## src/rtl/mem_stats_engine.sv

```systemverilog
// Small element store with a sequential scan that reports sum, max and min
// (with lowest-index tie-breaking) once per start request.
module mem_stats_engine #(
   parameter int DATA_W = 8,
   parameter int DEPTH  = 14,
   localparam int ADDR_W = $clog2(DEPTH),
   localparam int SUM_W  = DATA_W + ADDR_W
) (
   input  logic              clk,
   input  logic              rst,
   input  logic              wr_en,
   input  logic [ADDR_W-1:0] wr_addr,
   input  logic [DATA_W-1:0] wr_data,
   input  logic              start,
   output logic              busy,
   output logic              done,
   output logic              wr_err,
   output logic [SUM_W-1:0]  sum,
   output logic [DATA_W-1:0] max_val,
   output logic [ADDR_W-1:0] max_idx,
   output logic [DATA_W-1:0] min_val,
   output logic [ADDR_W-1:0] min_idx
);

   localparam logic [1:0] ST_IDLE = 2'd0;
   localparam logic [1:0] ST_SCAN = 2'd1;
   localparam logic [1:0] ST_DONE = 2'd2;

   localparam logic [ADDR_W:0]   DEPTH_V  = (ADDR_W + 1)'(DEPTH);
   localparam logic [ADDR_W-1:0] LAST_IDX = ADDR_W'(DEPTH - 1);

   logic [DATA_W-1:0] mem_q [DEPTH];

   logic [1:0]        state_q, state_d;
   logic [ADDR_W-1:0] idx_q, idx_d;
   logic [SUM_W-1:0]  acc_sum_q, acc_sum_d;
   logic [DATA_W-1:0] acc_max_q, acc_max_d;
   logic [ADDR_W-1:0] acc_maxi_q, acc_maxi_d;
   logic [DATA_W-1:0] acc_min_q, acc_min_d;
   logic [ADDR_W-1:0] acc_mini_q, acc_mini_d;

   logic [SUM_W-1:0]  sum_q;
   logic [DATA_W-1:0] max_val_q, min_val_q;
   logic [ADDR_W-1:0] max_idx_q, min_idx_q;
   logic              wr_err_q;

   logic              wr_req_bad_s;
   logic              wr_ok_s;
   logic              load_s;
   logic [DATA_W-1:0] elem_s;
   logic [SUM_W-1:0]  scan_sum_s;
   logic [DATA_W-1:0] scan_max_s, scan_min_s;
   logic [ADDR_W-1:0] scan_maxi_s, scan_mini_s;

   // Write acceptance: blocked only while scanning or when out of range.
   always_comb begin
      wr_req_bad_s = 1'b0;
      wr_ok_s      = 1'b0;
      if (wr_en) begin
         wr_req_bad_s = (state_q == ST_SCAN) || ({1'b0, wr_addr} >= DEPTH_V);
         wr_ok_s      = !wr_req_bad_s;
      end else begin
         wr_req_bad_s = 1'b0;
         wr_ok_s      = 1'b0;
      end
   end

   // Element storage, cleared by reset.
   always_ff @(posedge clk or posedge rst) begin
      if (rst) begin
         for (int i = 0; i < DEPTH; i++) begin
            mem_q[i] <= {DATA_W{1'b0}};
         end
      end else if (wr_ok_s) begin
         mem_q[wr_addr] <= wr_data;
      end
   end

   assign elem_s = mem_q[idx_q];

   // One-element accumulate step; element 0 seeds max and min.
   always_comb begin
      scan_sum_s  = acc_sum_q + {{ADDR_W{1'b0}}, elem_s};
      scan_max_s  = acc_max_q;
      scan_maxi_s = acc_maxi_q;
      scan_min_s  = acc_min_q;
      scan_mini_s = acc_mini_q;
      if (idx_q == {ADDR_W{1'b0}}) begin
         scan_sum_s  = {{ADDR_W{1'b0}}, elem_s};
         scan_max_s  = elem_s;
         scan_maxi_s = idx_q;
         scan_min_s  = elem_s;
         scan_mini_s = idx_q;
      end else begin
         if (elem_s > acc_max_q) begin
            scan_max_s  = elem_s;
            scan_maxi_s = idx_q;
         end else begin
            scan_max_s  = acc_max_q;
            scan_maxi_s = acc_maxi_q;
         end
         if (elem_s < acc_min_q) begin
            scan_min_s  = elem_s;
            scan_mini_s = idx_q;
         end else begin
            scan_min_s  = acc_min_q;
            scan_mini_s = acc_mini_q;
         end
      end
   end

   // Scan sequencer next-state logic.
   always_comb begin
      state_d    = state_q;
      idx_d      = idx_q;
      acc_sum_d  = acc_sum_q;
      acc_max_d  = acc_max_q;
      acc_maxi_d = acc_maxi_q;
      acc_min_d  = acc_min_q;
      acc_mini_d = acc_mini_q;
      load_s     = 1'b0;
      case (state_q)
         ST_IDLE: begin
            if (start) begin
               state_d    = ST_SCAN;
               idx_d      = {ADDR_W{1'b0}};
               acc_sum_d  = {SUM_W{1'b0}};
               acc_max_d  = {DATA_W{1'b0}};
               acc_maxi_d = {ADDR_W{1'b0}};
               acc_min_d  = {DATA_W{1'b0}};
               acc_mini_d = {ADDR_W{1'b0}};
            end else begin
               state_d = ST_IDLE;
            end
         end
         ST_SCAN: begin
            acc_sum_d  = scan_sum_s;
            acc_max_d  = scan_max_s;
            acc_maxi_d = scan_maxi_s;
            acc_min_d  = scan_min_s;
            acc_mini_d = scan_mini_s;
            if (idx_q == LAST_IDX) begin
               state_d = ST_DONE;
               load_s  = 1'b1;
            end else begin
               idx_d = idx_q + {{(ADDR_W-1){1'b0}}, 1'b1};
            end
         end
         ST_DONE: begin
            state_d = ST_IDLE;
         end
         default: begin
            state_d = ST_IDLE;
         end
      endcase
   end

   // Sequencer and accumulator registers.
   always_ff @(posedge clk or posedge rst) begin
      if (rst) begin
         state_q    <= ST_IDLE;
         idx_q      <= {ADDR_W{1'b0}};
         acc_sum_q  <= {SUM_W{1'b0}};
         acc_max_q  <= {DATA_W{1'b0}};
         acc_maxi_q <= {ADDR_W{1'b0}};
         acc_min_q  <= {DATA_W{1'b0}};
         acc_mini_q <= {ADDR_W{1'b0}};
      end else begin
         state_q    <= state_d;
         idx_q      <= idx_d;
         acc_sum_q  <= acc_sum_d;
         acc_max_q  <= acc_max_d;
         acc_maxi_q <= acc_maxi_d;
         acc_min_q  <= acc_min_d;
         acc_mini_q <= acc_mini_d;
      end
   end

   // Result registers load only on entry to DONE; wr_err is a one-cycle flag.
   always_ff @(posedge clk or posedge rst) begin
      if (rst) begin
         sum_q     <= {SUM_W{1'b0}};
         max_val_q <= {DATA_W{1'b0}};
         max_idx_q <= {ADDR_W{1'b0}};
         min_val_q <= {DATA_W{1'b0}};
         min_idx_q <= {ADDR_W{1'b0}};
         wr_err_q  <= 1'b0;
      end else begin
         wr_err_q <= wr_req_bad_s;
         if (load_s) begin
            sum_q     <= scan_sum_s;
            max_val_q <= scan_max_s;
            max_idx_q <= scan_maxi_s;
            min_val_q <= scan_min_s;
            min_idx_q <= scan_mini_s;
         end
      end
   end

   assign busy    = (state_q == ST_SCAN);
   assign done    = (state_q == ST_DONE);
   assign wr_err  = wr_err_q;
   assign sum     = sum_q;
   assign max_val = max_val_q;
   assign max_idx = max_idx_q;
   assign min_val = min_val_q;
   assign min_idx = min_idx_q;

endmodule

```

## config.mk

```make
export PLATFORM = sky130hd
export DESIGN_NAME = mem_stats_engine
export DESIGN_NICKNAME = d
export VERILOG_FILES = /design/src/rtl/mem_stats_engine.sv
export SDC_FILE = /design/constraint.sdc
export NUM_CORES = 1
export LEC_CHECK = 0
export CAP_MARGIN = 20
export CORE_ASPECT_RATIO = 1.5
export CORE_UTILIZATION = 60
export CTS_CLUSTER_DIAMETER = 60
export CTS_CLUSTER_SIZE = 14
export DETAILED_ROUTE_END_ITERATION = 10
export GPL_ROUTABILITY_DRIVEN = 0
export PLACE_DENSITY_LB_ADDON = 0.05
export SETUP_SLACK_MARGIN = 0.5
export SLEW_MARGIN = 5
export SYNTH_ARGS = -nofsm -noshare
export SYNTH_HDL_FRONTEND = slang
export SYNTH_SLANG_ARGS = --single-unit
```

## constraint.sdc

```tcl
create_clock -name clk -period 10.1 [get_ports clk]
set_clock_uncertainty 0.15 [all_clocks]
set_input_delay 2.525 -clock clk [delete_from_list [all_inputs] [get_ports clk]]
set_output_delay 2.525 -clock clk [all_outputs]
set_load 0.01 [all_outputs]
```

### After elaboration in Yosys (flattened, before gate mapping)

Cells that the tools add are included.

| storage, ports and cells | value |
|---|---|
| output and inout port bits | 39 |
| bits in registers | 191 |

| cells by class | value |
|---|---|
| bitwise operators | 2 |
| equality and inequality tests | 6 |
| add/sub/neg operators | 2 |
| order comparisons | 6 |
| mux-type cells | 32 |
| reduce and logical (&&, ||, !) cells | 8 |

Operator list:

| cell | count |
|---|---|
| 112-bit bitwise mux | 1 |
| 8-bit two-way mux | 8 |
| 8-bit binary-select mux with 4-bit select | 1 |
| 8-bit demux with 4-bit select | 1 |
| 8-bit one-hot mux with 2 select lines | 2 |
| 12-bit two-way mux | 2 |
| 4-bit two-way mux | 6 |
| 12-bit one-hot mux with 2 select lines | 1 |
| 4-bit one-hot mux with 2 select lines | 3 |
| 12-bit by 8-bit adder with 12-bit output | 1 |
| 5-bit >= comparator, second input constant | 2 |
| 4-bit inverter with 5-bit output | 2 |
| 8-bit > comparator | 1 |
| 8-bit < comparator | 1 |
| 5-bit by 1-bit < comparator with 1-bit output, second input constant | 1 |
| 1-bit two-way mux | 5 |
| 4-bit by 1-bit adder with 4-bit output, second input constant | 1 |
| 4-bit equality test, second input constant | 1 |
| 4-bit >= comparator, second input constant | 1 |
| 4-bit logical NOT | 1 |
| 2-bit != test, second input constant | 2 |
| 2-bit one-hot mux with 2 select lines | 1 |
| 3-bit AND reduction | 1 |
| 2-bit by 1-bit equality test with 1-bit output, second input constant | 1 |
| 9 further kinds | 9 |

### Depth between registers and ports, before layout

| logic depth | value |
|---|---|
| word-level depth | 8 |
| gate-level depth with buffers | 15 |

### Worst setup path before layout

Ideal clock, no wire load.

| timing path | value |
|---|---|
| path kind | input -> register |
| from | input wr_addr[2] |
| to | register mem_q[48] in the netlist's numbering |
| stages | 5 |
| slack | 6058 ps |
| data required time | 9825 ps |
| path buffers | 2 |
| arrival | 3768 ps |
| cell sequence | clkbuf_1 > nand2b_1 > clkbuf_1 > nor2_1 > mux2_2 |

| between the ends | value |
|---|---|
| longest elaborated chain between the ends | 6 |

Ends and longest elaborated chain:

| what | line | text |
|---|---|---|
| from (decl) | 12 | `input logic [ADDR_W-1:0] wr_addr,` |
| 4-bit inverter with 5-bit output (implied by the code) | 75 | `mem_q[wr_addr] <= wr_data;` |
| 5-bit >= comparator (implied by the code) / 5-bit by 1-bit < comparator with 1-bit output (equally long branches) | 75 |  |
| 1-bit logical AND (implied by the code) | 75 |  |
| 8-bit two-way mux (implied by the code) | 75 |  |
| 8-bit demux with 4-bit select | 75 |  |
| 112-bit bitwise mux | 75 |  |
| to (signal, indexed assignment) | 72 | `mem_q[i] <= {DATA_W{1'b0}};` |
| to (signal, indexed assignment) | 75 |  |
| to (decl) | 32 | `logic [DATA_W-1:0] mem_q [DEPTH];` |

Parallel ways exist; a longest one is shown, timed or not.
A chain may end at the register's enable or synchronous reset.

### Final worst setup path

| timing path | value |
|---|---|
| from | register state_q[1] |
| to | output busy |

| between the ends | value |
|---|---|
| longest elaborated chain between the ends | 1 |

Ends and longest elaborated chain:

| what | line | text |
|---|---|---|
| from (decl) | 34 | `logic [1:0] state_q, state_d;` |
| from (signal assigned) | 169 | `state_q <= state_d;` |
| 2-bit by 1-bit equality test with 1-bit output | 200 | `assign busy = (state_q == ST_SCAN);` |
| to (decl) | 15 | `output logic busy,` |

No other way between the ends.

==> results.md <==
- Synthesis-to-finish area growth: 13.7%
- Slew Viols, Final: 0
- Vias per inst: 6.10
- Synthesized Nets: 801
- CTS tree: yes
- ANT cells: 0
- Post-synth top area share: 0.514
- Max incr delay on CP: 0.60 ns
- Startpoint types: flip-flop
- CTS Buffer Depth: 2
- Commonest cells post-synth: dfrtp_1, mux2_2, nand2_1, nor2_1, o21ai_0
- Post-Route Setup TNS: 0 ns
- EDFF count, synth: 0
- Clock Sinks: around 190
- Hold_ws: between 0.3 and 0.4 ns
- Largest net degree at the start of global routing: 71
- Post-synth ARST share: 1.00
- CTS resizes: 0
- Die height: 154 µm
- Synth Area in Simple Gates: 0.0818
- Most frequent cell after synthesis: dfrtp_1
- Share of layout cells above drive strength 1: 0.235
- Crit path kind: reg2out
- DRC violations left: 0
- Worst vdd ir: between 0.2 and 0.25 mV
- Worst-path fanout max: 15
- Post-CTS Hold Buffers: 0
- CTS buffer count: 17
- P per Cell Area: 378 nW/µm²
- Syn Std Cell Area: around 9300 µm²
- Via count: 6,201
- Final non-filler cell total: between 1k and 1.5k
- FF-to-FF Start: idx_q[0]
- LEAKAGE: about 4.8 nW
- Cell chain of the critical path: nand2b_1 > buf_4 > inv_2 > clkdlybuf4s50_1
- Initial Util: 0.614
- Worst-path clk slew: 0.07 ns
- Distinct cells, synth: 56
- Synth Area per Inst: 12.3 µm²
- H-tree depth: 4
- Post-synth top flop: dfrtp_1
- Iteration-0 DRC Markers: 347
- Initial antenna violation count: 0
- Cells after Synth: approximately 760
- Crit path DAT: between 2 and 2.5 ns
- Run status: complete, no violations
- Post-synthesis xor/xnor area fraction: 0.00754
- Tmin final: around 4.8 ns
- Gr ovfl total: 0
- Critical Path End Type: primary output
- Worst hold start: sum[3]
- Largest family of logic cells by synthesized area: multiplexers
- Worst EP required: around 7.4 ns
- Vias in the first global route: between 6k and 7k
- Io pins: 55
- Routed WL per cell: 20.2 µm
- Largest cells by area after synthesis: dfrtp_1, mux2_2, mux4_2
- Later-pin clock latency in the skew report: 0.44 ns
- Final Cycle Share: 0.476
- Port Buffers: 54
- Max-cap violations: 0
- Hold Vio Cnt, Final: 0
- Post-DP HPWL: 14,100 µm
- #FFs+latches synth: 191
- Core ar.: around 15,000 µm²
- GRT Resource Usage Total: 0.280
- Routed wire length: about 20,000 µm
- ANT nets after route: 0
- HP Class: reg2reg
- 1st-pass router iterations: 4
- Finished layout cell area: between 10,000 and 15,000 µm²
- First-pass GRT wire length: 34,600 µm
- Setup Buffers After CTS: 0
- Post-Place Cell Area: between 10,000 and 15,000 µm²
- Post-synthesis adder-cell area fraction: 0.0372
- Slowest stage cell, crit path: clkdlybuf4s50_1
- R2R setup slack: 5.58 ns
- Pin slew with the least headroom to its limit: about 0.96 ns
- Unrepaired setup endpoints after global routing: false
- Post-synthesis mux area share: 0.225
- Post-synth top area cell: dfrtp_1
- Fin nets: 847
- Die Span X: 104 µm
- Synth Area in Compound Gates: 0.103
- Root Driver: clkbuf_16
- Max Fclk: around 210 MHz
- Critical path origin: state_q[1]
- FP Rows: 55
- Yosys warnings: 0
- Register area share after synthesis: 0.514
- Die area: 16,000 µm²
- Final Setup Violations: 0
- Placed Cells: ~980
- Max-slew headroom: 0.356
[layout by cell type (no fill, tap or decap), types with 4 or more instances in the layout]
cell type and count:
dfrtp_1 190, a31oi_1 14, xnor2_1 5, clkdlybuf4s50_1 54, a21oi_1 23, nor2_1 45
clkbuf_16 17, o211ai_1 4, ha_1 26, o21ai_0 29, mux2i_1 27, mux2_2 114
or3_1 5, nand2_1 53, o2bb2ai_1 4, nor3_2 4, nand2b_1 13, o21ai_1 8
nor3_1 4, and2_1 4, a21o_1 10, inv_6 6, mux4_2 24, nand4_1 5
buf_4 13, a22o_1 21, inv_1 25, nand3_1 16
[path summary, 6_finish.rpt]
check	to	depth (start not counted)
max in group asynchronous	mem_q[107]	3
min in group asynchronous	acc_maxi_q[0]	2
worst min register to register	sum[3]	2
worst max-delay path	busy	4
worst min-delay path	sum[3]	2
worst max register to register	sum[8]	13
[where the power goes]
part	internal, mW	switching, mW	leakage (nW)	total, mW
Sequential	1.06	0.170	2.52	1.23
Clock	0.347	0.306	0.269	0.652
Combinational	0.952	1.16	2.01	2.11
[per-stage QoR]
stage	util	power, mW	setup WS [ns]
after detailed placement	0.661	3.36	5.31
final	0.698	3.99	5.29
after floorplan	-	2.79	2.23
after CTS	0.698	4.01	5.32
after global placement	0.661	3.26	5.35
after global routing	0.698	4.27	5.18
[layer usage]
metal | global-route usage | up-vias | share of wire
li1 | - | 2850 | -
met1 | 0.341 | 3178 | 0.40
met2 | 0.494 | 131 | 0.54
met3 | 0.0434 | 42 | 0.026
met4 | 0.121 | 0 | 0.031
met5 | 0 | - | 0
[worst max-delay path, delay by kind of cell (launching register included)]
family | cells | cell delay, ns
flops | 1 | 0.41
simple gates | 1 | 0.15
buf+inv | 3 | 1.12
[flip-flops by register name, indices dropped and copies added (netlist names), 8 cells and up]
register	count
max_val	8
min_val	8
acc_min_q	8
mem_q	112
sum	12
acc_max_q	8
acc_sum_q	12
[layout make-up]
| class | count | area (µm²) |
|---|---|---|
| inverter | 27 | 106 |
| clock buffer | 20 | 437 |
| tap | 199 | 249 |
| fill | 1095 | 4580 |
| sequential | 191 | 4780 |
| multi-input combinational | 500 | 4230 |
| timing repair buffer | 67 | 638 |
| clock inverter | 12 | 126 |
[logic make-up after synthesis]
kind of cell             count (synthesis)
multiplexers                           165
AND/OR/NAND/NOR                        161
buffers and inverters                   67
flip-flops                             191
AO/OA/AOI/OAI                          139
XOR/XNOR                                 8
adder cells (fa/ha/maj)                 27
(Power assumes the default switching activity.)
